==> config.mk <==
export PLATFORM = sky130hd
export DESIGN_NAME = cronometro_ctrl
export DESIGN_NICKNAME = d
export VERILOG_FILES = /design/src/rtl/cronometro_pkg.sv /design/src/rtl/cronometro_debounce_pulso.sv /design/src/rtl/cronometro_ctrl.sv
export SDC_FILE = /design/constraint.sdc
export NUM_CORES = 1
export LEC_CHECK = 0
export CAP_MARGIN = 20
export CELL_PAD_IN_SITES_DETAIL_PLACEMENT = 1
export CELL_PAD_IN_SITES_GLOBAL_PLACEMENT = 1
export CORE_UTILIZATION = 40
export CTS_CLUSTER_SIZE = 25
export DETAILED_ROUTE_END_ITERATION = 8
export GPL_TIMING_DRIVEN = 0
export HOLD_SLACK_MARGIN = 0.1
export PLACE_DENSITY = 0.72
export SYNTH_ARGS = -nofsm -noshare
export SYNTH_HDL_FRONTEND = slang
export SYNTH_SLANG_ARGS = --single-unit
==> constraint.sdc <==
create_clock -name clk -period 4.8 [get_ports clk]
set_input_delay 0.72 -clock clk [delete_from_list [all_inputs] [get_ports clk]]
set_output_delay 0.72 -clock clk [all_outputs]
set_load 0.1 [all_outputs]
==> src/rtl/cronometro_pkg.sv <==
// rtl/cronometro_pkg.sv - shared types and constants for the stopwatch controller
package cronometro_pkg;

    typedef enum logic [1:0] {
        IDLE  = 2'd0,
        RUN   = 2'd1,
        LAP   = 2'd2,
        PAUSE = 2'd3
    } estado_t;

    localparam logic [3:0] MAX_UNITS = 4'd9;
    localparam logic [2:0] MAX_TENS  = 3'd5;

endpackage

==> src/rtl/cronometro_debounce_pulso.sv <==
// rtl/cronometro_debounce_pulso.sv - synchroniser, debounce counter and one-shot press pulse
module debounce_pulso #(
    parameter int DEBOUNCE_CYCLES = 500000
) (
    input  logic clk,
    input  logic reset,
    input  logic btn_in,
    output logic pulse_out
);

    localparam int            CW   = (DEBOUNCE_CYCLES < 2) ? 1 : $clog2(DEBOUNCE_CYCLES);
    localparam logic [CW-1:0] LAST = CW'(DEBOUNCE_CYCLES - 1);

    logic          r_sync1;
    logic          r_sync2;
    logic [CW-1:0] r_cnt;
    logic          r_fired;
    logic          r_pulse;

    // Two-flop synchroniser, then count consecutive high samples; fire once per press
    always_ff @(posedge clk or posedge reset) begin
        if (reset) begin
            r_sync1 <= 1'b0;
            r_sync2 <= 1'b0;
            r_cnt   <= '0;
            r_fired <= 1'b0;
            r_pulse <= 1'b0;
        end else begin
            r_sync1 <= btn_in;
            r_sync2 <= r_sync1;
            r_pulse <= 1'b0;
            if (!r_sync2) begin
                // Release re-arms the one-shot and restarts the stability count
                r_cnt   <= '0;
                r_fired <= 1'b0;
            end else if (!r_fired) begin
                if (r_cnt == LAST) begin
                    r_pulse <= 1'b1;
                    r_fired <= 1'b1;
                    r_cnt   <= '0;
                end else begin
                    r_cnt <= r_cnt + 1'b1;
                end
            end
        end
    end

    assign pulse_out = r_pulse;

endmodule

==> src/rtl/cronometro_ctrl.sv <==
// rtl/cronometro_ctrl.sv - stopwatch control FSM, lap hold registers and display mux
module cronometro_ctrl
    import cronometro_pkg::*;
#(
    parameter int DEBOUNCE_CYCLES = 500000,
    parameter bit STOP_AT_MAX     = 1'b0
) (
    input  logic       clk,
    input  logic       reset,
    input  logic       tick,
    input  logic       btn_ss,
    input  logic       btn_lap,
    input  logic       btn_clr,
    input  logic [3:0] cur_units,
    input  logic [2:0] cur_tens,
    output logic       count_en,
    output logic       count_clr,
    output logic [3:0] disp_units,
    output logic [2:0] disp_tens,
    output logic       running,
    output logic       lap_active
);

    logic       w_p_ss;
    logic       w_p_lap;
    logic       w_p_clr;
    logic       w_clr_acc;
    logic       w_ss_acc;
    logic       w_lap_acc;
    logic       w_active;
    logic       w_max_stop;
    logic       w_max_hit;
    logic       w_clr_next;
    logic       w_capture;
    estado_t    w_next;

    estado_t    r_state;
    logic       r_count_clr;
    logic [3:0] r_hold_units;
    logic [2:0] r_hold_tens;

    debounce_pulso #(.DEBOUNCE_CYCLES(DEBOUNCE_CYCLES)) u_db_ss (
        .clk(clk), .reset(reset), .btn_in(btn_ss), .pulse_out(w_p_ss)
    );

    debounce_pulso #(.DEBOUNCE_CYCLES(DEBOUNCE_CYCLES)) u_db_lap (
        .clk(clk), .reset(reset), .btn_in(btn_lap), .pulse_out(w_p_lap)
    );

    debounce_pulso #(.DEBOUNCE_CYCLES(DEBOUNCE_CYCLES)) u_db_clr (
        .clk(clk), .reset(reset), .btn_in(btn_clr), .pulse_out(w_p_clr)
    );

    // Same-cycle presses resolve clear over start/stop over lap
    assign w_clr_acc = w_p_clr;
    assign w_ss_acc  = w_p_ss & ~w_p_clr;
    assign w_lap_acc = w_p_lap & ~w_p_clr & ~w_p_ss;

    assign w_active   = (r_state == RUN) || (r_state == LAP);
    assign w_max_stop = STOP_AT_MAX && (cur_units == MAX_UNITS) && (cur_tens == MAX_TENS);
    assign w_max_hit  = tick & w_active & w_max_stop;
    assign w_capture  = (r_state == RUN) && (w_next == LAP);

    // State, registered clear pulse and lap hold registers
    always_ff @(posedge clk or posedge reset) begin
        if (reset) begin
            r_state      <= IDLE;
            r_count_clr  <= 1'b0;
            r_hold_units <= '0;
            r_hold_tens  <= '0;
        end else begin
            r_state     <= w_next;
            r_count_clr <= w_clr_next;
            if (w_capture) begin
                r_hold_units <= cur_units;
                r_hold_tens  <= cur_tens;
            end
        end
    end

    // Next-state decode; hitting 59 with stop enabled forces PAUSE ahead of buttons
    always_comb begin
        w_next     = r_state;
        w_clr_next = 1'b0;
        case (r_state)
            IDLE: begin
                if (w_clr_acc) begin
                    w_clr_next = 1'b1;
                end else if (w_ss_acc) begin
                    w_next = RUN;
                end
            end
            RUN: begin
                if (w_max_hit) begin
                    w_next = PAUSE;
                end else if (w_ss_acc) begin
                    w_next = PAUSE;
                end else if (w_lap_acc) begin
                    w_next = LAP;
                end
            end
            LAP: begin
                if (w_max_hit) begin
                    w_next = PAUSE;
                end else if (w_ss_acc) begin
                    w_next = PAUSE;
                end else if (w_lap_acc) begin
                    w_next = RUN;
                end
            end
            PAUSE: begin
                if (w_clr_acc) begin
                    w_next     = IDLE;
                    w_clr_next = 1'b1;
                end else if (w_ss_acc) begin
                    w_next = RUN;
                end
            end
            default: w_next = IDLE;
        endcase
    end

    // Outputs: enable on the pre-transition state, frozen digits only while in LAP
    always_comb begin
        count_en   = tick & w_active & ~w_max_stop;
        count_clr  = r_count_clr;
        running    = w_active;
        lap_active = (r_state == LAP);
        disp_units = cur_units;
        disp_tens  = cur_tens;
        if (r_state == LAP) begin
            disp_units = r_hold_units;
            disp_tens  = r_hold_tens;
        end
    end

endmodule

==> reports/results.ini, run 1 <==
[yosys]
synth.top_cell.area_share=0.4688
syn-num-nets=462
yosysTopAreaCell=dfrtp_1
synth_area_mm2=0.004217
syn-instance-count=442
syn_avg_cell_area_um2=9.540
synth_most_common_cell=dfrtp_1
synth.yosys.warnings=0
synth_edf_count=0
yosys-top-cells-area=dfrtp_1 47%, a31oi_1 5.0%, nand2_1 4.4%, a21oi_1 3.9%, nand3_1 3.8%
yosysSeqAreaShare=0.4688
synthTopCellsByCount=79 x dfrtp_1, 49 x nand2_1, 34 x a31oi_1
async_flop_share=1.000
ys_ff_latch=79
synth_ff_type=dfrtp_1
synth_cell_types=60

[hold_path]
hold_class=reg2reg

[final_layout]
nets=497
drive_above_1_share=0.08921
area_growth_pct=14.90
nFillCells=1184
multi_input_area_mm2=0.002092
diodes=0
finish.utilization=0.4714
seqCellArea_mm2=0.001977
design_area_mm2=0.004845

[floorplan]
core-area_mm2=0.01028
dieArea_mm2=0.01096
die_y_um=104.7
row_count=37
die_x_um=104.7
io_pins=24
initial_utilization=0.4103

[timing]
setup_viol=0
skew_ns=0.008341
totalNegativeSetupSlack_ns=0
period_minus_slack_ns=3.649
max_freq_mhz=274.0
rsz0062_at_grt=false
finalHoldViolCount=0
finalCritPeriodShare=0.7602
relSlewSlack=0.3419
tightestPinTransition_ns=0.9840
drv_slew=0
fin_ws_ns=1.151

[clocking]
ctsHoldBuffers=0
htree_levels=3
tritoncts=done
numClockSinks=79
post_cts_resized=0
clock_latency_ns=0.36
clockBufferDepth=2
clk_pin_slew_ns=0.09
postCtsSetupBuffers=0
root_buffer=clkbuf_8
numCtsBuffers=9

[critical_path]
worstPathRequired_ns=4.08
cp-end-kind=output pin
critPathKind=reg2out
cp-start-kind=flop
cp.arrival_ns=2.93
worst-path-max-fanout=10

[grt]
grt_overflow=0
grt_use_total=0.1988
grt_max_degree=70
grt_pass1_wl_mm=17.52
grt_pass1_vias=3576
antenna_found_initial=0

[placement]
gp_congestion=0.8303
hpwl_mm=6.966
portBuffers=23
placed_cell_area_mm2=0.004647
place_ws_ns=1.525

[detailed_routing]
routedWlPerCell_um=16.25
dr_wl_met3_um=227
vias=3539
drc=0
met2_length_mm=4.830
firstDrtPassIters=4
drt_first_iter_violations=102
drt-met1-wl_mm=4.871
wirelength_mm=10.04
antenna_left=0
highest_layer=met4
viasPerCell=5.727

[run]
max-cap-violations=0

[power_and_ir_drop]
cellPowerDensity_mw_per_mm2=277.4
totalPowerFinal_mw=1.344
p_leak_nw=2.022
peakVddDrop_mv=0.1493

[status]
outcome=completed

[placed cells by master (no fill, tap or decap), types with 7 or more instances in the layout]
| master | synthesis | final |
|---|---|---|
| o21ai_0 | 13 | 13 |
| inv_1 | 16 | 15 |
| nor2_1 | 20 | 20 |
| mux2_2 | 7 | 7 |
| nand4_1 | 8 | 8 |
| nor3_1 | 10 | 10 |
| clkdlybuf4s50_1 | 0 | 23 |
| nand3_1 | 32 | 32 |
| clkbuf_8 | 0 | 10 |
| nand2_1 | 49 | 49 |
| a31oi_1 | 34 | 34 |
| mux2_1 | 7 | 7 |
| and3_1 | 8 | 8 |
| mux2i_1 | 7 | 7 |
| clkbuf_1 | 8 | 9 |
| nand2b_1 | 10 | 10 |
| a21oi_1 | 33 | 33 |
| ha_1 | 7 | 7 |
| and2_1 | 7 | 7 |
| dfrtp_1 | 79 | 79 |
[per-layer routing]
| metal | global-route usage | up-vias |
|---|---|---|
| li1 | - | 1710 |
| met1 | 0.2694 | 1790 |
| met2 | 0.3198 | 30 |
| met3 | 0.03618 | 9 |
| met4 | 0.06841 | 0 |
| met5 | 0 | - |
[state kept, by name (all words and copies together) (netlist names), 2 cells and up]
| name | cells |
|---|---|
| u_db_lap.r_cnt | 19 |
| u_db_ss.r_cnt | 19 |
| r_hold_units | 4 |
| r_hold_tens | 3 |
| r_state | 2 |
| u_db_clr.r_cnt | 19 |
[through the flow]
stage / std cells / hold slack, ns
after CTS: 618 / 0.3563
after global placement: 601 / 0.3337
after floorplan: 442 / 0.3312
after global routing: 618 / 0.3796
after detailed placement: 602 / 0.3363
final: 618 / 0.3537
[worst max-delay path, stage by stage (launching register included)]
cell	delay [ns]
dfrtp_1	0.43
inv_1	0.12
ha_1	0.19
clkbuf_1	0.43
mux2_2	0.25
clkdlybuf4s50_1	1.14
[report_power, final]
group | switching (mW) | leakage [nW] | total [mW] | internal [mW]
combinational | 0.0742 | 0.842 | 0.117 | 0.0426
sequential | 0.0263 | 1.08 | 0.711 | 0.684
clock | 0.261 | 0.0997 | 0.516 | 0.255
total | 0.362 | 2.02 | 1.34 | 0.982
[path summary, 6_finish.rpt]
check	to	start	cells past startpoint	slack, ns
max	disp_tens[1]	r_state[0]$_DFF_PP0_	5	1.15
min	u_db_ss.r_sync2$_DFF_PP0_	u_db_ss.r_sync1$_DFF_PP0_	0	0.35
max reg2reg	u_db_lap.r_cnt[5]$_DFFE_PP0P_	u_db_lap.r_cnt[0]$_DFFE_PP0P_	8	2.48
min reg2reg	u_db_ss.r_sync2$_DFF_PP0_	u_db_ss.r_sync1$_DFF_PP0_	0	0.35
max in group asynchronous	u_db_ss.r_cnt[13]$_DFFE_PP0P_	reset	3	3.63
min in group asynchronous	u_db_lap.r_cnt[0]$_DFFE_PP0P_	reset	2	0.61
[cells by family (layout without fill, tap and decap cells)]
kind of cell / Yosys count / count (layout) / share of synthesized area
buffers and inverters: 33 / 73 / 0.03502
adder cells (fa/ha/maj): 7 / 7 / 0.02077
multiplexers: 21 / 21 / 0.05401
XOR/XNOR: 2 / 2 / 0.004155
AO/OA/AOI/OAI: 123 / 123 / 0.1911
AND/OR/NAND/NOR: 177 / 177 / 0.2261
flip-flops: 79 / 79 / 0.4688
[cell type report]
type | count | area share
plain buffers | 17 | 0.01808
clock buffers | 11 | 0.02918
clock inverters | 5 | 0.01162
inverters | 16 | 0.01291
multi-input cells | 330 | 0.4318
flip-flops and latches | 79 | 0.4081
well taps | 136 | 0.03512
repair buffers | 24 | 0.05320
Power figures use the tool's default switching activity.
==> run 2, diff against run 1 <==
- PLACE_DENSITY: 0.72 -> 0.75
- clock period: 4.8 -> 3.3 ns (I/O delays scaled with it)
==> run 2 against run 1 <==
Net effect: global-route usage increased by 0.87 points; final cell count decreased by 0.16%; via count increased by 1.4%; first-iteration DRC count increased by 63%; clock skew increased by 0.0027 ns; worst hold slack got worse by 0.0060 ns; sequential share of layout area decreased by 0.11 points.
==> reports/results.ini, run 2 (synthesized netlist as in run 1, its figures left out) <==
[status]
outcome=completed  ; unchanged

[final_layout]
diodes=0  ; unchanged
area_growth_pct=15.19  ; was 14.90%
final_common_cell=dfrtp_1  ; unchanged
nFillCells=1201  ; was 1,184
multi_input_area_mm2=0.002092  ; unchanged
biggestRegsByFlops=u_db_clr.r_cnt x19, u_db_lap.r_cnt x19, u_db_ss.r_cnt x19  ; unchanged
drive_above_1_share=0.1019  ; was 0.08921
nets=497  ; unchanged
seqCellArea_mm2=0.001977  ; unchanged
mostFrequentLayoutCells=79 x dfrtp_1, 49 x nand2_1, 34 x a31oi_1  ; unchanged
finish.utilization=0.4726  ; was 0.4714

[grt]
grt_use_total=0.2075  ; was 0.1988
grt_pass1_vias=3728  ; was 3,576
antenna_found_initial=0  ; unchanged
grt_pass1_wl_mm=18.35  ; was 17.52 mm
grt_overflow=0  ; unchanged
grt_max_degree=48  ; was 70

[timing]
period_minus_slack_ns=2.951
tightestPinTransition_ns=0.9610  ; was 0.9840 ns
max_freq_mhz=338.9
finalCritPeriodShare=0.8942
skew_ns=0.01103  ; was 0.008341 ns
drv_slew=0  ; unchanged
rsz0062_at_grt=false  ; unchanged
finalHoldViolCount=0  ; unchanged
relSlewSlack=0.3573  ; was 0.3419
hold_ws_ns=0.3477  ; was 0.3537 ns
setup_viol=0  ; unchanged

[run]
max-cap-violations=0  ; unchanged

[floorplan]
core-area_mm2=0.01028  ; unchanged
die_x_um=104.7  ; unchanged
die_y_um=104.7  ; unchanged
row_count=37  ; unchanged
io_pins=24  ; unchanged
dieArea_mm2=0.01096  ; unchanged
initial_utilization=0.4103  ; unchanged

[critical_path]
r2r_cells=8  ; unchanged
cp-start-kind=flop  ; unchanged
startpoint=r_state[0]$_DFF_PP0_  ; unchanged
worst-path-max-fanout=4  ; was 10
worst_r2r_endpoint=u_db_lap.r_cnt[5]$_DFFE_PP0P_  ; unchanged
crit_path_end=count_en  ; was disp_tens[1]
r2r_start=u_db_lap.r_cnt[0]$_DFFE_PP0P_  ; unchanged
critPathKind=reg2out  ; unchanged
worstPathRequired_ns=2.80  ; was 4.08 ns
ff2ff_setup_slack_ns=0.96  ; was 2.48 ns
cp.arrival_ns=2.46  ; was 2.93 ns
cp-end-kind=output pin  ; unchanged

[power_and_ir_drop]
cellPowerDensity_mw_per_mm2=431.8  ; was 277.4 mW/mm2
peakVddDrop_mv=0.2286  ; was 0.1493 mV
p_leak_nw=2.047  ; was 2.022 nW
totalPowerFinal_mw=2.097  ; was 1.344 mW

[clocking]
numClockSinks=79  ; unchanged
clock_latency_ns=0.35  ; was 0.36 ns
postCtsSetupBuffers=0  ; unchanged
clockBufferDepth=2  ; unchanged
numCtsBuffers=9  ; unchanged
htree_levels=3  ; unchanged
clk_pin_slew_ns=0.08  ; was 0.09 ns
root_buffer=clkbuf_8  ; unchanged
tritoncts=done  ; unchanged
ctsHoldBuffers=0  ; unchanged

[hold_path]
min_from=u_db_lap.r_sync1$_DFF_PP0_  ; was u_db_ss.r_sync1$_DFF_PP0_
hold_class=reg2reg  ; unchanged
min_delay_path_depth=0  ; unchanged

[detailed_routing]
drc=0  ; unchanged
routedWlPerCell_um=16.69  ; was 16.25 um
vias=3587  ; was 3,539
viasPerCell=5.814  ; was 5.727
drt_first_iter_violations=166  ; was 102
wirelength_mm=10.30  ; was 10.04 mm
firstDrtPassIters=4  ; unchanged
antenna_left=0  ; unchanged

[placement]
hpwl_mm=7.159  ; was 6.966 mm
portBuffers=23  ; unchanged
gp_congestion=0.8146  ; was 0.8303

## run 2: cell count changes in the layout (fill, tap and decap cells not counted)
cell / previous run / this run
clkbuf_2: 0 / 7
clkdlybuf4s50_1: 23 / 16
bufinv_16: 1 / 3
clkinv_2: 2 / 0
clkbuf_8: 10 / 11
clkinvlp_4: 1 / 0
inv_6: 1 / 0
## run 2: worst min path at each step
stage,endpoint,slack (ns)
floorplan,u_db_clr.r_sync2$_DFF_PP0_,0.33
global placement,u_db_ss.r_sync2$_DFF_PP0_,0.33
detailed placement,u_db_lap.r_sync2$_DFF_PP0_,0.34
CTS,u_db_lap.r_sync2$_DFF_PP0_,0.35
global route,u_db_lap.r_sync2$_DFF_PP0_,0.36
finish,u_db_lap.r_sync2$_DFF_PP0_,0.35
## run 2: final cells by class
cell class | count | share of cell area
sequential | 79 | 0.4070
inverter | 16 | 0.01288
timing repair buffer | 24 | 0.04585
clock buffer | 12 | 0.03194
clock inverter | 3 | 0.01855
buffer | 17 | 0.01803
tap | 136 | 0.03503
multi-input combinational | 330 | 0.4307
## run 2: timing repair
| item | CTS | global route |
|---|---|---|
| gates resized for setup | 7 | 14 |
| hold endpoints to repair | 0 | 0 |
| setup endpoints to repair | 7 | 7 |
## run 2: worst max-delay path, cell delays in order, from the launching register on
cell             delay (ns)
dfrtp_1                0.42
inv_1                  0.10
ha_1                   0.33
and2_1                 0.13
clkdlybuf4s50_1        1.12
## run 2: power breakdown
group | internal (mW) | total, mW | switching, mW | leakage (nW)
logic | 0.0576 | 0.167 | 0.109 | 0.844
clock network | 0.541 | 0.899 | 0.358 | 0.123
registers | 0.996 | 1.03 | 0.0362 | 1.08
total | 1.59 | 2.10 | 0.503 | 2.05
## run 2: layer usage
metal / vias up / global-route usage / share of wire
li1: 1709 / - / -
met1: 1821 / 0.2803 / 0.48
met2: 44 / 0.3316 / 0.49
met3: 13 / 0.04679 / 0.024
met4: 0 / 0.06338 / 0.012
met5: - / 0 / 0
## run 2: stage by stage
stage / cells / TNS (ns) / setup slack, ns / area (um2)
CTS: 617 / 0 / 0.1146 / 4883
global route: 617 / 0 / 0.2489 / 4857
detailed placement: 602 / 0 / 0.2581 / 4647
finish: 617 / 0 / 0.3492 / 4857
global placement: 601 / -46.50 / -0.5933 / 4617
floorplan: 442 / 0 / 0.5204 / 4217
==> run 3, diff against run 2 <==
- CORE_ASPECT_RATIO: unset -> 1.25
- SLEW_MARGIN: unset -> 20
==> run 3 against run 2 <==
Net effect: sequential cell count is the same; non-clock buffer count is the same; sequential share of layout area shrank 0.79 points; combinational power is essentially flat; clock-buffer cell count shrank 1; wire length grew 4.6%; sequential power is essentially flat; critical endpoint is now disp_units[0].
==> reports/results.ini, run 3 (synthesized netlist as in run 1, its figures left out) <==
[floorplan]
core-area_mm2=0.01016  ; was 0.01028 mm2
io_pins=24  ; unchanged
dieArea_mm2=0.01096  ; about the same
die_x_um=93.83  ; was 104.7 um
row_count=41  ; was 37
die_y_um=116.8  ; was 104.7 um
initial_utilization=0.4151  ; was 0.4103

[final_layout]
design_area_mm2=0.004954  ; was 0.004857 mm2
nets=497  ; unchanged
drive_above_1_share=0.08921  ; was 0.1019
biggestRegsByFlops=u_db_clr.r_cnt x19, u_db_lap.r_cnt x19, u_db_ss.r_cnt x19  ; unchanged
diodes=0  ; unchanged
seqCellArea_mm2=0.001977  ; unchanged
finish.utilization=0.4877  ; was 0.4726
nFillCells=1146  ; was 1,201
multi_input_area_mm2=0.002092  ; unchanged
final_common_cell=dfrtp_1  ; unchanged
area_growth_pct=17.48  ; was 15.19%
mostFrequentLayoutCells=79 x dfrtp_1, 49 x nand2_1, 34 x a31oi_1  ; unchanged

[detailed_routing]
routedWlPerCell_um=17.62  ; was 16.69 um
antenna_left=0  ; unchanged
drt_first_iter_violations=131  ; was 166
wirelength_mm=10.77  ; was 10.30 mm
drc=0  ; unchanged
vias=3574  ; was 3,587
viasPerCell=5.849  ; was 5.814
firstDrtPassIters=4  ; unchanged

[critical_path]
cp.arrival_ns=2.67  ; was 2.46 ns
path_cells=inv_1, ha_1, clkbuf_1, mux2_2, dlygate4sd2_1  ; was inv_1, ha_1, and2_1, clkdlybuf4s50_1
ff2ff_setup_slack_ns=0.93  ; was 0.96 ns
worst-path-max-fanout=10  ; was 4
critPathKind=reg2out  ; unchanged
worstPathRequired_ns=2.80  ; about the same
cp-start-kind=flop  ; unchanged
r2r_cells=8  ; unchanged
cp-end-kind=output pin  ; unchanged
slowest_delay_ns=0.86  ; was 1.12 ns
worst_r2r_endpoint=u_db_lap.r_cnt[5]$_DFFE_PP0P_  ; unchanged
slowest_stage=dlygate4sd2_1  ; was clkdlybuf4s50_1
r2r_start=u_db_lap.r_cnt[0]$_DFFE_PP0P_  ; unchanged

[clocking]
numClockSinks=79  ; unchanged
ctsHoldBuffers=0  ; unchanged
htree_levels=3  ; unchanged
root_buffer=clkbuf_16  ; was clkbuf_8
clock_latency_ns=0.34  ; was 0.35 ns
clk_pin_slew_ns=0.06  ; was 0.08 ns
tritoncts=done  ; unchanged
numCtsBuffers=9  ; unchanged
clockBufferDepth=2  ; unchanged

[timing]
finalHoldViolCount=0  ; unchanged
totalNegativeSetupSlack_ns=0  ; unchanged
max_freq_mhz=316.3  ; was 338.9 MHz
finalCritPeriodShare=0.9582  ; was 0.8942
rsz0062_at_grt=false  ; unchanged
skew_ns=0.006091  ; was 0.01103 ns
drv_slew=0  ; unchanged
period_minus_slack_ns=3.162  ; was 2.951 ns
fin_ws_ns=0.1380  ; was 0.3492 ns
relSlewSlack=0.3548  ; was 0.3573
tightestPinTransition_ns=0.9647  ; was 0.9610 ns
setup_viol=0  ; unchanged

[hold_path]
hold_class=reg2reg  ; unchanged
min_from=u_db_ss.r_sync1$_DFF_PP0_  ; was u_db_lap.r_sync1$_DFF_PP0_
min_delay_path_depth=0  ; unchanged
worstHoldEndpoint=u_db_ss.r_sync2$_DFF_PP0_  ; was u_db_lap.r_sync2$_DFF_PP0_

[placement]
place_ws_ns=0.2107  ; was 0.2581 ns
placed_cell_area_mm2=0.004638  ; was 0.004647 mm2
portBuffers=23  ; unchanged
gp_congestion=0.8072  ; was 0.8146
hpwl_mm=7.296  ; was 7.159 mm

[power_and_ir_drop]
peakVddDrop_mv=0.2820  ; was 0.2286 mV
p_leak_nw=2.088  ; was 2.047 nW
cellPowerDensity_mw_per_mm2=462.5  ; was 431.8 mW/mm2

[grt]
grt_max_degree=45  ; was 48
grt_pass1_vias=3678  ; was 3,728
grt_pass1_wl_mm=18.18  ; was 18.35 mm
antenna_found_initial=0  ; unchanged
grt_overflow=0  ; unchanged
grt_use_total=0.2149  ; was 0.2075

[run]
max-cap-violations=0  ; unchanged

[status]
outcome=completed  ; unchanged

[run 3: cell types whose count changed in the layout (fill, tap and decap cells not counted), sizes merged]
| cell | previous run | this run |
|---|---|---|
| clkbuf | 27 | 19 |
| dlygate4sd2 | 0 | 7 |
| clkinv | 0 | 2 |
| bufinv | 3 | 2 |
| clkinvlp | 0 | 1 |
[run 3: routing by layer]
metal / vias up / part of all wire / GRT usage
met4: 0 / 0.019 / 0.09026
li1: 1707 / - / -
met3: 16 / 0.020 / 0.03424
met5: - / 0 / 0
met1: 1824 / 0.45 / 0.2628
met2: 27 / 0.51 / 0.3762
[run 3: where the power goes]
| group | leakage (nW) | total, mW | switching (mW) | internal (mW) |
|---|---|---|---|---|
| clock | 0.156 | 1.09 | 0.402 | 0.683 |
| combinational | 0.851 | 0.169 | 0.110 | 0.0588 |
| sequential | 1.08 | 1.04 | 0.0395 | 0.997 |
[run 3: repair_timing]
item                                    CTS  global route
setup buffers                             0             0
resized for setup                         7             0
endpoints found under the setup margin    7             0
[run 3: stage by stage]
step	hold WS (ns)	total power, mW	std cells
finish	0.3658	2.291	611
global route	0.3766	2.375	611
CTS	0.3661	2.318	611
detailed placement	0.3509	1.226	595
global placement	0.3390	1.214	594
floorplan	0.3312	1.162	442
[run 3: cell type report]
class	instances	area share
tap	129	0.03258
timing repair buffer	24	0.05027
inverter	16	0.01263
buffer	17	0.01768
clock buffer	11	0.04900
clock inverter	5	0.01642
multi-input combinational	330	0.4223
sequential	79	0.3991
[run 3: critical path: cells and delay by family (launching register included)]
family / cells / cell delay (ns)
flip-flops: 1 / 0.42
adder cells (fa/ha/maj): 1 / 0.22
multiplexers: 1 / 0.26
buffers and inverters: 3 / 1.41
[run 3: worst max-delay path by stage]
stage                                           endpoint  cells past startpoint  slack, ns                  from
after detailed placement                   disp_units[0]                      5       0.21  r_state[0]$_DFF_PP0_
final                                      disp_units[0]                      5       0.14  r_state[0]$_DFF_PP0_
after CTS                                  disp_units[0]                      5       0.09  r_state[0]$_DFF_PP0_
after global routing                       disp_units[0]                      5      0.005  r_state[0]$_DFF_PP0_
after floorplan               r_hold_tens[0]$_DFFE_PP0P_                      8       0.52  r_state[0]$_DFF_PP0_
after global placement    u_db_clr.r_cnt[12]$_DFFE_PP0P_                      2      -0.63                 reset
